==> src/rtl/vram_arbiter_pkg.sv <==
// Shared definitions for the VRAM arbiter.
//   own_t       : owner tag carried by an in-flight VRAM read (none / CPU / VGA)
//   cpu_state_t : CPU-side FSM states (idle, waiting for read data)
package vram_arbiter_pkg;

    typedef enum logic [1:0] {
        OWN_NONE = 2'd0,
        OWN_CPU  = 2'd1,
        OWN_VGA  = 2'd2
    } own_t;

    typedef enum logic {
        C_IDLE    = 1'b0,
        C_RD_WAIT = 1'b1
    } cpu_state_t;

endpackage

==> src/rtl/vram_arbiter_rd_pipe.sv <==
// Read-return path of the VRAM arbiter.
// An RD_LAT-deep shift register of owner tags follows each read issued to
// the VRAM.  When a tag leaves the pipe, the VRAM read data belongs to that
// owner and is steered to the CPU or VGA side.
// Ports:
//   clk, rst      clock, synchronous active-high reset
//   issue_tag     owner of the read issued this cycle (OWN_NONE if none)
//   vram_rdata    read data from the VRAM
//   cpu_done      CPU read data valid this cycle
//   cpu_rdata     CPU read data (holds last CPU read value otherwise)
//   vga_rvalid    VGA read data valid this cycle
//   vga_rdata     VGA read data (holds last VGA read value otherwise)
module vram_arbiter_rd_pipe
    import vram_arbiter_pkg::*;
#(
    parameter int DATA_W = 8,
    parameter int RD_LAT = 1
) (
    input  logic              clk,
    input  logic              rst,
    input  own_t              issue_tag,
    input  logic [DATA_W-1:0] vram_rdata,
    output logic              cpu_done,
    output logic [DATA_W-1:0] cpu_rdata,
    output logic              vga_rvalid,
    output logic [DATA_W-1:0] vga_rdata
);

    own_t              tag_q [RD_LAT];
    own_t              out_tag;
    logic [DATA_W-1:0] cpu_rdata_q;
    logic [DATA_W-1:0] vga_rdata_q;

    always_ff @(posedge clk) begin
        if (rst) begin
            for (int i = 0; i < RD_LAT; i++) tag_q[i] <= OWN_NONE;
        end else begin
            tag_q[0] <= issue_tag;
            for (int i = 1; i < RD_LAT; i++) tag_q[i] <= tag_q[i-1];
        end
    end

    assign out_tag = tag_q[RD_LAT-1];

    // The hold registers keep the last delivered word so the data outputs
    // do not wander when no read is completing.
    always_ff @(posedge clk) begin
        if (rst) begin
            cpu_rdata_q <= '0;
            vga_rdata_q <= '0;
        end else begin
            if (out_tag == OWN_CPU) cpu_rdata_q <= vram_rdata;
            if (out_tag == OWN_VGA) vga_rdata_q <= vram_rdata;
        end
    end

    assign cpu_done   = ~rst & (out_tag == OWN_CPU);
    assign vga_rvalid = ~rst & (out_tag == OWN_VGA);
    assign cpu_rdata  = cpu_done   ? vram_rdata : cpu_rdata_q;
    assign vga_rdata  = vga_rvalid ? vram_rdata : vga_rdata_q;

endmodule

==> src/rtl/vram_arbiter.sv <==
// Arbiter for the single-port video RAM shared by the CPU VRAM window and the
// VGA scan-out fetcher.  One access slot per cycle.  VGA has priority; CPU
// writes are posted into a one-entry buffer; a starvation counter forces a
// CPU-side grant after STARVE_MAX consecutive denied cycles.
// Handshakes:
//   cpu_req is a level held until the single-cycle cpu_ack.  Writes are
//   acknowledged when captured into the buffer; reads when data is returned.
//   vga_req is sampled every cycle; vga_gnt marks the address accepted, and
//   vga_rvalid follows RD_LAT cycles later.  Denied VGA requests are dropped.
// Ports:
//   clk, rst                       clock, synchronous active-high reset
//   cpu_req/we/addr/wdata          CPU access request
//   cpu_ack, cpu_rdata             CPU completion and read data
//   vga_req, vga_addr              VGA fetch request
//   vga_gnt, vga_rvalid, vga_rdata VGA grant and read return
//   vram_addr/we/wdata, vram_rdata VRAM interface
//   cpu_state_dbg, wbuf_valid_dbg  CPU FSM state and write-buffer occupancy
module vram_arbiter
    import vram_arbiter_pkg::*;
#(
    parameter int ADDR_W     = 16,
    parameter int DATA_W     = 8,
    parameter int RD_LAT     = 1,
    parameter int STARVE_MAX = 4
) (
    input  logic              clk,
    input  logic              rst,
    input  logic              cpu_req,
    input  logic              cpu_we,
    input  logic [ADDR_W-1:0] cpu_addr,
    input  logic [DATA_W-1:0] cpu_wdata,
    output logic              cpu_ack,
    output logic [DATA_W-1:0] cpu_rdata,
    input  logic              vga_req,
    input  logic [ADDR_W-1:0] vga_addr,
    output logic              vga_gnt,
    output logic              vga_rvalid,
    output logic [DATA_W-1:0] vga_rdata,
    output logic [ADDR_W-1:0] vram_addr,
    output logic              vram_we,
    output logic [DATA_W-1:0] vram_wdata,
    input  logic [DATA_W-1:0] vram_rdata,
    output cpu_state_t        cpu_state_dbg,
    output logic              wbuf_valid_dbg
);

    localparam int              SC_W       = $clog2(STARVE_MAX + 1);
    localparam logic [SC_W-1:0] STARVE_LIM = SC_W'(STARVE_MAX);

    cpu_state_t        cpu_state, cpu_state_nxt;
    logic              wbuf_valid;
    logic [ADDR_W-1:0] wbuf_addr;
    logic [DATA_W-1:0] wbuf_data;
    logic [SC_W-1:0]   starve_cnt;

    logic cpu_rd_req, cpu_side_pending, force_cpu;
    logic grant_cpu, grant_vga, drain, cpu_rd_grant, wr_accept, rd_cpu_done;
    own_t issue_tag;

    always_comb begin
        // A read waits for an empty write buffer so it never overtakes a
        // posted write to the same address.
        cpu_rd_req       = (cpu_state == C_IDLE) & cpu_req & ~cpu_we & ~wbuf_valid;
        cpu_side_pending = wbuf_valid | cpu_rd_req;
        force_cpu        = (starve_cnt == STARVE_LIM) & cpu_side_pending;
        grant_cpu        = ~rst & (force_cpu | (~vga_req & cpu_side_pending));
        grant_vga        = ~rst & vga_req & ~force_cpu;
        drain            = grant_cpu & wbuf_valid;
        cpu_rd_grant     = grant_cpu & ~wbuf_valid;
        // The buffer may accept a new write in the same cycle it drains.
        wr_accept        = ~rst & (cpu_state == C_IDLE) & cpu_req & cpu_we
                           & (~wbuf_valid | drain);

        vram_addr  = '0;
        vram_we    = 1'b0;
        vram_wdata = '0;
        issue_tag  = OWN_NONE;
        if (drain) begin
            vram_addr  = wbuf_addr;
            vram_we    = 1'b1;
            vram_wdata = wbuf_data;
        end else if (cpu_rd_grant) begin
            vram_addr  = cpu_addr;
            issue_tag  = OWN_CPU;
        end else if (grant_vga) begin
            vram_addr  = vga_addr;
            issue_tag  = OWN_VGA;
        end
    end

    always_comb begin
        cpu_state_nxt = cpu_state;
        case (cpu_state)
            C_IDLE:    if (cpu_rd_grant) cpu_state_nxt = C_RD_WAIT;
            C_RD_WAIT: if (rd_cpu_done)  cpu_state_nxt = C_IDLE;
            default:                     cpu_state_nxt = C_IDLE;
        endcase
    end

    always_ff @(posedge clk) begin
        if (rst) cpu_state <= C_IDLE;
        else     cpu_state <= cpu_state_nxt;
    end

    always_ff @(posedge clk) begin
        if (rst) begin
            wbuf_valid <= 1'b0;
            wbuf_addr  <= '0;
            wbuf_data  <= '0;
        end else if (wr_accept) begin
            wbuf_valid <= 1'b1;
            wbuf_addr  <= cpu_addr;
            wbuf_data  <= cpu_wdata;
        end else if (drain) begin
            wbuf_valid <= 1'b0;
        end
    end

    // Counts cycles the CPU side waited behind VGA; saturates at the limit.
    always_ff @(posedge clk) begin
        if (rst || grant_cpu || !cpu_side_pending) begin
            starve_cnt <= '0;
        end else if (grant_vga && starve_cnt != STARVE_LIM) begin
            starve_cnt <= starve_cnt + SC_W'(1);
        end
    end

    vram_arbiter_rd_pipe #(
        .DATA_W (DATA_W),
        .RD_LAT (RD_LAT)
    ) u_rd_pipe (
        .clk        (clk),
        .rst        (rst),
        .issue_tag  (issue_tag),
        .vram_rdata (vram_rdata),
        .cpu_done   (rd_cpu_done),
        .cpu_rdata  (cpu_rdata),
        .vga_rvalid (vga_rvalid),
        .vga_rdata  (vga_rdata)
    );

    assign cpu_ack        = wr_accept | rd_cpu_done;
    assign vga_gnt        = grant_vga;
    assign cpu_state_dbg  = cpu_state;
    assign wbuf_valid_dbg = wbuf_valid;

endmodule

==> config.mk <==
export PLATFORM = sky130hd
export DESIGN_NAME = vram_arbiter
export DESIGN_NICKNAME = d
export VERILOG_FILES = /design/src/rtl/vram_arbiter_pkg.sv /design/src/rtl/vram_arbiter_rd_pipe.sv /design/src/rtl/vram_arbiter.sv
export SDC_FILE = /design/constraint.sdc
export NUM_CORES = 1
export LEC_CHECK = 0
export ABC_AREA = 1
export BUFFER_PORTS_ARGS = -buffer_cell sky130_fd_sc_hd__buf_2
export CAP_MARGIN = 20
export CORE_ASPECT_RATIO = 1.1
export CORE_MARGIN = 2
export CORE_UTILIZATION = 40
export CTS_CLUSTER_SIZE = 24
export DETAILED_ROUTE_END_ITERATION = 10
export PLACE_DENSITY_LB_ADDON = 0.08
export SLEW_MARGIN = 15
export SYNTH_ARGS = -nofsm -noshare
export SYNTH_HDL_FRONTEND = slang
export SYNTH_SLANG_ARGS = --single-unit
==> constraint.sdc <==
create_clock -name clk -period 2.1 [get_ports clk]
set_input_delay 0.42 -clock clk [delete_from_list [all_inputs] [get_ports clk]]
set_output_delay 0.42 -clock clk [all_outputs]
set_load 0.02 [all_outputs]
==> impl_metrics.py <==
metrics = {
    "sta": {
        "slew_headroom": 0.598,
        "fin_hold_ws_ns": 0.341,
        "min_period_over_period": 1.05,
        "setup_viol": 13,
        "setup_repair_after_global_routing_missed_its_margin": "yes",
        "finClkSkew_ns": 0.00444,
        "fin_ws_ns": -0.103,
        "layout_min_cycle_time_ns": 2.20,
        "hold_viol_final": 0,
        "max_freq_mhz": 454,
        "timing_worst_slew_pin_value_ns": 0.601,
        "slew_violations": 0,
    },
    "clock_tree": {
        "buffer_levels_on_the_longest_clock_path": 2,
        "htree_num_levels": 2,
        "tritoncts_clock_tree": "done",
        "sinks_on_the_clock_net": 47,
        "cts_made_buffers": 5,
        "clk-insertion-delay-late_ns": 0.29,
        "cts_root_buf": "clkbuf_8",
        "worst_setup_hold_path_clk_slew_ns": 0.08,
    },
    "setup_path": {
        "critPathCaptureType": "output port",
        "timing.rr.start": "starve_cnt[1]",
        "worst_r2r_endpoint": "starve_cnt[0]",
        "arrival_ns": 1.78,
        "worstSetupStartpointType": "flip-flop",
        "startpoint": "starve_cnt[0]",
        "timing.critical_path.fanout_max": 8,
        "timing_worst_setup_path_type": "reg -> out",
        "timing.reg2reg.worst_path_depth": 15,
        "timing.reg2reg.setup_slack_ns": 0.03,
        "critical_path_rt_ns": 1.68,
    },
    "route": {
        "detail_route.wl_per_cell_um": 12.6,
        "detail_route.wirelength_um": 7090,
        "antenna_violating_nets_post_route": 0,
        "firstDrtPassIters": 4,
        "avgViaCountPerCell": 4.75,
        "detail_route.drc_violations": 0,
        "initialDrtViolationCount": 119,
        "route.vias.total": 2664,
    },
    "floorplan": {
        "die_area_um2": 6780,
        "initial_utilization": 0.420,
        "fp-row-count": 29,
        "die_w_um": 78.7,
        "fp.dieH_um": 86.2,
        "ios": 99,
        "core_area_um2": 5840,
    },
    "outcome": {
        "violations": "setup timing",
        "outcome": "finished with violations",
    },
    "placed_design": {
        "gpl.final_weighted_congestion": 0.765,
        "place.port_buffers": 98,
        "preCtsSetupSlack_ns": 0.0752,
        "dpl.hpwl_um": 4390,
    },
    "power": {
        "power-per-cell-area_nw_per_um2": 499,
        "vdd_ir_drop_max_mv": 0.291,
        "p_leak_uw": 0.00189,
        "power.total_uw": 1850,
    },
    "synthesis": {
        "post_synth_instance_area_um2": 2450,
        "synthesis.nets": 420,
        "ys_ff_latch": 47,
        "synth.yosys.seq_area_share": 0.383,
        "syn_inst": 365,
        "yosys_warning_count": 0,
        "post_synth.cell_area_avg_um2": 6.73,
        "synth_top_cell_by_area": "dfxtp_1",
        "synth_top_cells_by_area": "dfxtp_1, nand2_1, nand3_1",
        "ys_types": 26,
        "post-synth-top-area-fraction": 0.383,
    },
    "cells_and_area": {
        "design.final.nets": 540,
        "filler_cell_count": 545,
        "multi_input_comb_area_um2": 1440,
        "seq_area_um2": 943,
        "utilization": 0.635,
        "post_route_cells_drive_above_1_share": 0.409,
        "antennaDiodeCount": 0,
        "flow.area_growth_from_synthesis_pct": 51.2,
    },
    "flow_run": {
        "max-cap-violations": 0,
    },
    "grt": {
        "grtUsageTotal": 0.204,
        "grt_pass1_wl_um": 11100,
        "first_global_vias": 2446,
        "globalRoute.totalOverflow": 0,
        "number_of_antenna_violations_at_the_first_check_in_global_routing": 0,
        "grt_max_degree": 26,
    },
    "min_path": {
        "worst_hold_endpoint": "wbuf_data[6]",
        "min-delay-start": "cpu_wdata[6]",
        "worstHoldPathType": "in -> reg",
        "hold_path_depth": 3,
    },
}
==> worst max-delay path by stage <==
stage,to,slack (ns),depth (start not counted)
final,vram_addr[5],-0.10,10
after global routing,vram_addr[9],-0.20,10
after CTS,vram_addr[10],-0.03,10
after detailed placement,vram_addr[7],0.08,8
after global placement,vram_addr[4],0.10,8
after floorplan,vram_wdata[0],0.26,6
==> Yosys cell counts <==
library cell,count
xnor2_1,1
nor2_1,38
buf_4,3
nor2_4,3
o22ai_1,1
clkbuf_1,4
nand2_2,2
o21ai_0,14
inv_2,4
nand3_1,58
nand4_1,1
buf_6,5
nand3_2,2
nor2_2,1
buf_2,5
o21ai_1,2
dfxtp_1,47
nand2_1,101
nor3_4,1
clkinv_1,1
nand3_4,1
o31ai_1,16
ha_1,2
inv_1,49
a21oi_1,1
nand2_4,2
==> per-layer routing <==
metal  routed length, µm  global-route usage
met1                3170               0.254
met5                   0                   0
met4                  68              0.0590
met2                3470               0.357
met3                 378              0.0400
==> logic make-up (layout without fill, tap and decap cells) <==
| family | Yosys count | count (layout) | synth area share |
|---|---|---|---|
| flops | 47 | 47 | 0.383 |
| compound gates | 34 | 34 | 0.0861 |
| simple gates | 210 | 210 | 0.386 |
| buf+inv | 71 | 190 | 0.131 |
| xor+xnor | 1 | 1 | 0.00357 |
| fa+ha+maj | 2 | 2 | 0.0102 |
==> final cells by class <==
type / instances / area share
Sequential cell: 47 / 0.254
Inverter: 54 / 0.0566
Multi-Input combinational cell: 247 / 0.389
Tap cell: 77 / 0.0260
Timing Repair Buffer: 129 / 0.253
Clock buffer: 6 / 0.0196
Timing Repair inverter: 1 / 0.00202
==> registers in the layout, indices dropped and copies added, names as in the netlist <==
signal,count
cpu_state_dbg,1
wbuf_data,8
starve_cnt,3
u_rd_pipe.tag_q,2
u_rd_pipe.vga_rdata_q,8
u_rd_pipe.cpu_rdata_q,8
wbuf_valid_dbg,1
wbuf_addr,16
==> report_power, final <==
part           switching, µW  total [µW]  internal (µW)
clock network            282         504            223
registers               22.1         954            932
logic                    233         395            162
==> layout by cell type (no fill, tap or decap), drive strengths merged, types with 2 or more instances in the layout <==
master	Yosys	routed
buf	13	127
nand2	105	105
nand3	61	61
inv	53	53
dfxtp	47	47
nor2	42	42
o31ai	16	16
o21ai	16	16
clkbuf	4	8
ha	2	2
==> metrics by stage <==
step	setup TNS, ns	instance area [µm²]	instances
floorplan	0	2450	365
global placement	0	3020	532
detailed placement	0	3020	532
CTS	-0.194	3310	554
global route	-2.32	3710	561
finish	-0.698	3710	561
==> worst max-delay path: stages, from the launching register on <==
cell and delay [ns]:
dfxtp_2 0.34, inv_2 0.04, ha_4 0.16, nand2_4 0.07, nand2_4 0.06, nand4_1 0.10
buf_4 0.15, clkinvlp_4 0.22, nand2_2 0.14, nand3_2 0.07, buf_6 0.13
==> timing repair <==
item                       4_1_cts  5_1_grt
pin swaps                       18        7
hold endpoints to repair         0        0
setup endpoints to repair       24       27
cloned                           1        2
buffers inserted                15        5
resized for setup               34       85
hold buffers                     0        0
No activity file was read; power rests on OpenSTA's default activity.
